**config.mk**
```make
export PLATFORM = sky130hd
export DESIGN_NAME = load_store_unit
export DESIGN_NICKNAME = d
export VERILOG_FILES = /design/src/rtl/load_store_unit.sv
export SDC_FILE = /design/constraint.sdc
export NUM_CORES = 1
export LEC_CHECK = 0
export CAP_MARGIN = 20
export CORE_MARGIN = 1
export CORE_UTILIZATION = 41
export CTS_CLUSTER_DIAMETER = 80
export CTS_CLUSTER_SIZE = 12
export DETAILED_ROUTE_END_ITERATION = 12
export HOLD_SLACK_MARGIN = 0.05
export MAX_ROUTING_LAYER = met4
export PLACE_DENSITY = 0.87
export REMOVE_ABC_BUFFERS = 1
export SETUP_SLACK_MARGIN = 0.15
export SYNTH_ARGS = -nofsm -noshare
export SYNTH_HDL_FRONTEND = slang
export SYNTH_SLANG_ARGS = --single-unit
```
**constraint.sdc**
```tcl
create_clock -name clk -period 3 [get_ports clk]
set_input_delay 0.9 -clock clk [delete_from_list [all_inputs] [get_ports clk]]
set_output_delay 0.9 -clock clk [all_outputs]
set_load 0.01 [all_outputs]
```
**src/rtl/load_store_unit.sv**
```systemverilog
`default_nettype none
// ============================================================================
// Module   : load_store_unit
// Purpose  : RV32I load/store sequencer (IDLE/REQ/WAIT/DONE). Optional macro
//            MISALIGN_TRAP_EN adds a 'misaligned' output and trap path.
// Revision : 1.0
// ============================================================================
module load_store_unit #(
  parameter int RDATA_LATENCY = 1
) (
  input  logic        clk,
  input  logic        reset,
  input  logic        start,
  input  logic        isStore,
  input  logic [2:0]  funct3,
  input  logic [31:0] addr,
  input  logic [31:0] storeData,
  output logic        busy,
  output logic        done,
  output logic [31:0] loadData,
  output logic [31:0] memAddr,
  output logic        memRstrb,
  input  logic [31:0] memRData,
  output logic [31:0] memWData,
`ifdef MISALIGN_TRAP_EN
  output logic        misaligned,
`endif
  output logic [3:0]  memWMask
);

  typedef enum logic [1:0] {
    S_IDLE = 2'd0,
    S_REQ  = 2'd1,
    S_WAIT = 2'd2,
    S_DONE = 2'd3
  } state_t;

  localparam logic [1:0] LAT_M1 = 2'(RDATA_LATENCY - 1);

  state_t      state_q, state_d;
  logic [1:0]  cnt_q, cnt_d;
  logic        isStore_q, isStore_d;
  logic [2:0]  funct3_q, funct3_d;
  logic [31:0] addr_q, addr_d;
  logic [31:0] storeData_q, storeData_d;
  logic [31:0] loadData_q, loadData_d;
  logic [7:0]  w_byte;
  logic [15:0] w_half;
  logic [31:0] w_ext;
  logic [3:0]  w_mask;

`ifdef MISALIGN_TRAP_EN
  logic mis_q, mis_d;
  logic w_mis_in;
  assign w_mis_in = ((funct3[1:0] == 2'b01) && addr[0]) ||
                    (funct3[1] && (addr[1:0] != 2'b00));
`endif

  always_ff @(posedge clk) begin
    if (reset) begin
      state_q     <= S_IDLE;
      cnt_q       <= 2'd0;
      isStore_q   <= 1'b0;
      funct3_q    <= 3'd0;
      addr_q      <= 32'd0;
      storeData_q <= 32'd0;
      loadData_q  <= 32'd0;
`ifdef MISALIGN_TRAP_EN
      mis_q       <= 1'b0;
`endif
    end else begin
      state_q     <= state_d;
      cnt_q       <= cnt_d;
      isStore_q   <= isStore_d;
      funct3_q    <= funct3_d;
      addr_q      <= addr_d;
      storeData_q <= storeData_d;
      loadData_q  <= loadData_d;
`ifdef MISALIGN_TRAP_EN
      mis_q       <= mis_d;
`endif
    end
  end

  // Lane selection for loads; word accesses ignore the low address bits.
  always_comb begin
    w_byte = memRData[7:0];
    case (addr_q[1:0])
      2'd0: w_byte = memRData[7:0];
      2'd1: w_byte = memRData[15:8];
      2'd2: w_byte = memRData[23:16];
      2'd3: w_byte = memRData[31:24];
      default: w_byte = memRData[7:0];
    endcase
    w_half = addr_q[1] ? memRData[31:16] : memRData[15:0];
    case (funct3_q)
      3'b000:  w_ext = {{24{w_byte[7]}}, w_byte};
      3'b001:  w_ext = {{16{w_half[15]}}, w_half};
      3'b100:  w_ext = {24'd0, w_byte};
      3'b101:  w_ext = {16'd0, w_half};
      default: w_ext = memRData;
    endcase
  end

  always_comb begin
    w_mask   = 4'b1111;
    memWData = storeData_q;
    case (funct3_q[1:0])
      2'b00: begin
        w_mask   = 4'b0001 << addr_q[1:0];
        memWData = {4{storeData_q[7:0]}};
      end
      2'b01: begin
        w_mask   = addr_q[1] ? 4'b1100 : 4'b0011;
        memWData = {2{storeData_q[15:0]}};
      end
      default: begin
        w_mask   = 4'b1111;
        memWData = storeData_q;
      end
    endcase
  end

  always_comb begin
    state_d     = state_q;
    cnt_d       = cnt_q;
    isStore_d   = isStore_q;
    funct3_d    = funct3_q;
    addr_d      = addr_q;
    storeData_d = storeData_q;
    loadData_d  = loadData_q;
`ifdef MISALIGN_TRAP_EN
    mis_d       = 1'b0;
`endif
    case (state_q)
      S_IDLE: begin
        if (start) begin
          isStore_d   = isStore;
          funct3_d    = funct3;
          addr_d      = addr;
          storeData_d = storeData;
`ifdef MISALIGN_TRAP_EN
          if (w_mis_in) begin
            state_d = S_DONE;
            mis_d   = 1'b1;
          end else begin
            state_d = S_REQ;
          end
`else
          state_d = S_REQ;
`endif
        end
      end
      S_REQ: begin
        if (isStore_q) begin
          state_d = S_DONE;
        end else begin
          state_d = S_WAIT;
          cnt_d   = LAT_M1;
        end
      end
      S_WAIT: begin
        if (cnt_q == 2'd0) begin
          state_d    = S_DONE;
          loadData_d = w_ext;
        end else begin
          cnt_d = cnt_q - 2'd1;
        end
      end
      S_DONE:  state_d = S_IDLE;
      default: state_d = S_IDLE;
    endcase
  end

  // Strobes are gated by reset so nothing reaches memory while it is held.
  assign memRstrb = (state_q == S_REQ) && !isStore_q && !reset;
  assign memWMask = ((state_q == S_REQ) && isStore_q && !reset) ? w_mask : 4'b0000;
  assign busy     = (state_q != S_IDLE);
  assign done     = (state_q == S_DONE);
  assign loadData = loadData_q;
  assign memAddr  = addr_q;
`ifdef MISALIGN_TRAP_EN
  assign misaligned = (state_q == S_DONE) && mis_q;
`endif

endmodule
`default_nettype wire

```
After elaboration in Yosys (flattened, before gate mapping)
Index checks and enable logic that the tools add are counted.

Input bits: 103. Flip-flop bits (word level): 104. Word-level logic and storage cells: 54.

Multiplexer cells: 14. Equal/unequal tests: 14. Shifts and indexed selects: 1. Add/subtract/negate cells: 1. Reductions and logical operators: 17.

Operators with widths (number): $pmux W32 S4 (1); $pmux W32 S2 (1); $pmux W8 S4 (1); $mux W16 (1); $eq A2 B2 Y1 const B (4); $logic_not A2 Y1 (4); $mux W2 (4); $mux W4 (2); $ne A2 B2 Y1 const B (4); $pmux W2 S4 (1); $pmux W4 S2 (1); $eq A2 B1 Y1 const B (3); $eq A3 B3 Y1 const B (2); $reduce_and A2 Y1 (3); $logic_and A1 B1 Y1 (4); $pmux W2 S2 (1); $reduce_bool A2 Y1 (2); $shl A1 B2 Y4 const A (1); $eq A3 B1 Y1 const B (1); $logic_not A3 Y1 (1); $reduce_and A3 Y1 (1); $logic_not A1 Y1 (2); $sub A2 B1 Y2 const B (1); $mux W1 (1).

Logic depth before layout (Yosys ltp)
Depth after elaboration: 4. Gate-level depth with buffers: 8.

Least setup slack after synthesis
No wires, ideal clock.

Path kind: in2out. From: input reset. To: output memWMask[3]. Slack: 0.411 ns. Stages on the path: 3. Data required time: 2.100 ns. Arrival time: 1.689 ns. Path buffers: 2. Path through: clkbuf_1 > buf_1 > a211oi_1.

Word-level cells in the longest chain between the ends: 3.

Ends and longest elaborated chain: from (decl) (line 12) `input logic reset,`; $logic_not A1 Y1 (line 177) `assign memWMask = ((state_q == S_REQ) && isStore_q && !reset) ? w_mask : 4'b0000;`; $logic_and A1 B1 Y1 (line 177); $mux W4 (line 177); to (decl) (line 28) `output logic [3:0] memWMask`.

Every way passes these cells.

Worst setup path after layout
From: register funct3_q[1]. To: output memWData[22].

Word-level cells in the longest chain between the ends: 2.

Ends and longest elaborated chain: from (decl) (line 43) `logic [2:0] funct3_q, funct3_d;`; from (signal assigned) (line 75) `funct3_q <= funct3_d;`; $eq A2 B1 Y1 or $logic_not A2 Y1 (tied branches) (line 108) `case (funct3_q[1:0])`; $pmux W32 S2 * (line 108); to (decl) (line 24) `output logic [31:0] memWData,`.

Mark *: on every way between the ends. The rest lies on a longest branch, timed or not.

==> summary.txt <==
Worst setup path
  – Crit end category: output pin
  – Crit path launch type: flip-flop
  – Crit-path max FO: 28
  – Worst path cell trace: buf_4 -> mux2_2 -> clkdlybuf4s50_1
  – Crit path required time: 2100 ps
  – Max incr delay on CP: 480 ps
  – Crit path kind: flip-flop to output pin
  – CP max-delay cell: clkdlybuf4s50_1
  – Critical Path AT: 1900 ps

Finish
  – ANT cells: 0
  – Register area: 2080 um2
  – Filler cell count: 955
  – Share of layout cells above drive strength 1: 0.0879
  – Area Growth Syn to Fin: 50.7%
  – Area of the multi-input gates: 2390 um2
  – Fin nets: 890

Logic synthesis
  – Syn Area/Cell: 7.91 um2
  – Post-synth ARST share: 0
  – Sequential share of the synthesized area: 0.436
  – Syn Std Cell Area: 4780 um2
  – YS warnings: 0
  – Cells after synthesis: 604
  – Post-synth EDFFs: 0
  – Share of the synthesized area in the top cell type: 0.436
  – Yosys cell types: 41
  – Leading area contributor after synthesis: dfxtp_1
  – Ys flop type: dfxtp_1
  – Synth Register Bits: 104
  – Synth top area cells: dfxtp_1, nand2_1, a21oi_1, mux2_2, nor2_1

STA
  – Setup_tns: 0 ps
  – Relative slew slack: 0.580
  – Tmin final: 2800 ps
  – Achievable Freq: 358 MHz
  – Hold Vio Cnt, Final: 0
  – Unrepaired setup endpoints after global routing: yes
  – Fin Hold WS: 454 ps
  – Measured slew at the worst slew-check pin: 629 ps
  – Setup Viol. Count Final: 0
  – Final period utilization: 0.932
  – Worst Clk Skew: 5.24 ps
  – Slew Viols, Final: 0

Global routing
  – Vias in the first global route: 4448
  – GR peak layer: met2
  – Initial antenna violation count: 0
  – M2 GR Usage: 0.393
  – First-pass GRT wire length: 21500 um
  – Met1 usage: 0.287
  – Total gr overflow: 0
  – Met3 global-route usage: 0.0605
  – Gr usage total: 0.238
  – Largest net degree at the start of global routing: 62

Die
  – Die area: 12100 um2
  – DIE WIDTH: 110 um
  – I/O Pins: 206
  – FP Rows: 39
  – Die Ht: 110 um
  – Starting Density: 0.420
  – Core Region: 11400 um2

Power and ir drop
  – Pwr dens: 721 nW/um2
  – Static leakage: 2.62 nW
  – Worst vdd ir: 398 uV

Clock network
  – Worst-Skew Late Latency: 340 ps
  – Longest Clk Path Bufs: 2
  – Clock slew seen by the registers of the worst setup and hold paths: 70 ps
  – # clock sinks: 104
  – CTS tree: built
  – Root Buffer Master: clkbuf_16
  – Htree depth: 3
  – CTS Buf Count: 9

Routing
  – Drc violations: 0
  – Routed Antenna Nets: 0
  – DR WL/cell: 15.4 um
  – Number of vias per cell: 5.24
  – Final wirelength: 14300 um
  – DR pass1 iterations: 5
  – Vias after detailed routing: 4863
  – DRT iter0 DRCs: 334

Placement
  – GP Congestion: 0.903
  – HPWL after DPL: 10300 um
  – I/O Buffers: 205

Hold path
  – Min-Delay Path Class: flip-flop to flip-flop

Status
  – Status: completed

Run
  – Max-cap check violation count: 0
## path summary, 6_finish.rpt
path	cells past startpoint	to	slack (ps)	startpoint
setup / recovery	3	memWData[22]	200	funct3_q[1]
hold / removal	2	storeData_q[24]	450	storeData_q[24]
setup reg to reg	6	loadData[10]	860	state_q[0]
hold reg to reg	2	storeData_q[24]	450	storeData_q[24]
## layout by cell type, fill, tap and decap left out, types with 4 or more instances in the layout
| cell type | Yosys | layout |
|---|---|---|
| clkdlybuf4s50_1 | 0 | 200 |
| nand2_1 | 176 | 174 |
| dfxtp_1 | 104 | 103 |
| a21oi_1 | 78 | 78 |
| nor2_1 | 46 | 46 |
| mux2_2 | 16 | 16 |
| buf_4 | 8 | 16 |
| inv_1 | 14 | 14 |
| o21ai_0 | 12 | 12 |
| a211oi_1 | 11 | 11 |
| mux2i_1 | 10 | 10 |
| a211oi_2 | 10 | 10 |
| clkbuf_16 | 0 | 9 |
| a32oi_1 | 7 | 7 |
| a311oi_1 | 7 | 7 |
| or3_1 | 6 | 6 |
| nand3b_1 | 6 | 6 |
| o211ai_1 | 6 | 6 |
| nor4_1 | 6 | 6 |
| ha_1 | 6 | 5 |
| nor3_1 | 4 | 4 |
## through the flow
step	cell area [um2]	utilization	instances	setup slack, ps	power, mW
after floorplan	4500	-	548	33.0	2.92
final	7200	0.633	928	204	5.19
after detailed placement	6890	0.606	913	240	4.05
after global placement	6890	0.606	913	258	4.01
after CTS	7180	0.632	928	165	5.22
after global routing	7200	0.633	928	134	5.51
## worst max-delay path, delay by kind of cell (launching register included)
kind	cells	cell delay [ps]
buffers and inverters	2	800
DFF	1	370
muxes	1	380
## state kept, by name (all words and copies together) (netlist names)
name         flops
funct3_q         3
storeData_q     32
isStore_q        1
state_q          2
memAddr         32
cnt_q            2
loadData        32
## per-layer routing
layer | vias to the layer above | wire (um)
li1 | 2381 | -
met4 | 0 | 138
met1 | 2239 | 6010
met5 | - | 0
met3 | 14 | 1330
met2 | 229 | 6810
## cell families (layout without fill, tap and decap cells)
| family | count (synthesis) | count (layout) | synth area share |
|---|---|---|---|
| flops | 104 | 104 | 0.436 |
| buf+inv | 70 | 251 | 0.0681 |
| mux | 30 | 30 | 0.0728 |
| compound gates | 139 | 139 | 0.189 |
| simple gates | 255 | 255 | 0.219 |
| fa+ha+maj | 6 | 6 | 0.0157 |
## synthesized netlist by cell type, types with 7 or more instances
library cell / n
a211oi_2: 10
o21ai_0: 12
mux2i_1: 10
nor2_1: 46
inv_1: 14
clkbuf_1: 29
buf_2: 11
a211oi_1: 11
buf_4: 8
a32oi_1: 7
dfxtp_1: 104
a21oi_1: 78
a311oi_1: 7
mux2_2: 16
nand2_1: 176
## report_power, final
group | internal (mW) | total, mW | switching [mW]
combinational | 1.07 | 2.18 | 1.10
sequential | 1.67 | 1.86 | 0.184
clock | 0.643 | 1.15 | 0.511
## timing repair
item	4_1_cts	5_1_grt
setup endpoints to repair	4	7
buffers inserted	0	0
hold buffers	0	0
resized for setup	3	5
## cell type report
type,count,share of cell area
Clock buffer,10,0.0318
Inverter,14,0.00730
Timing Repair Buffer,222,0.307
Sequential cell,104,0.289
Clock inverter,5,0.00817
Tap cell,143,0.0249
Multi-Input combinational cell,430,0.332
No activity file was read; power rests on OpenSTA's default activity.
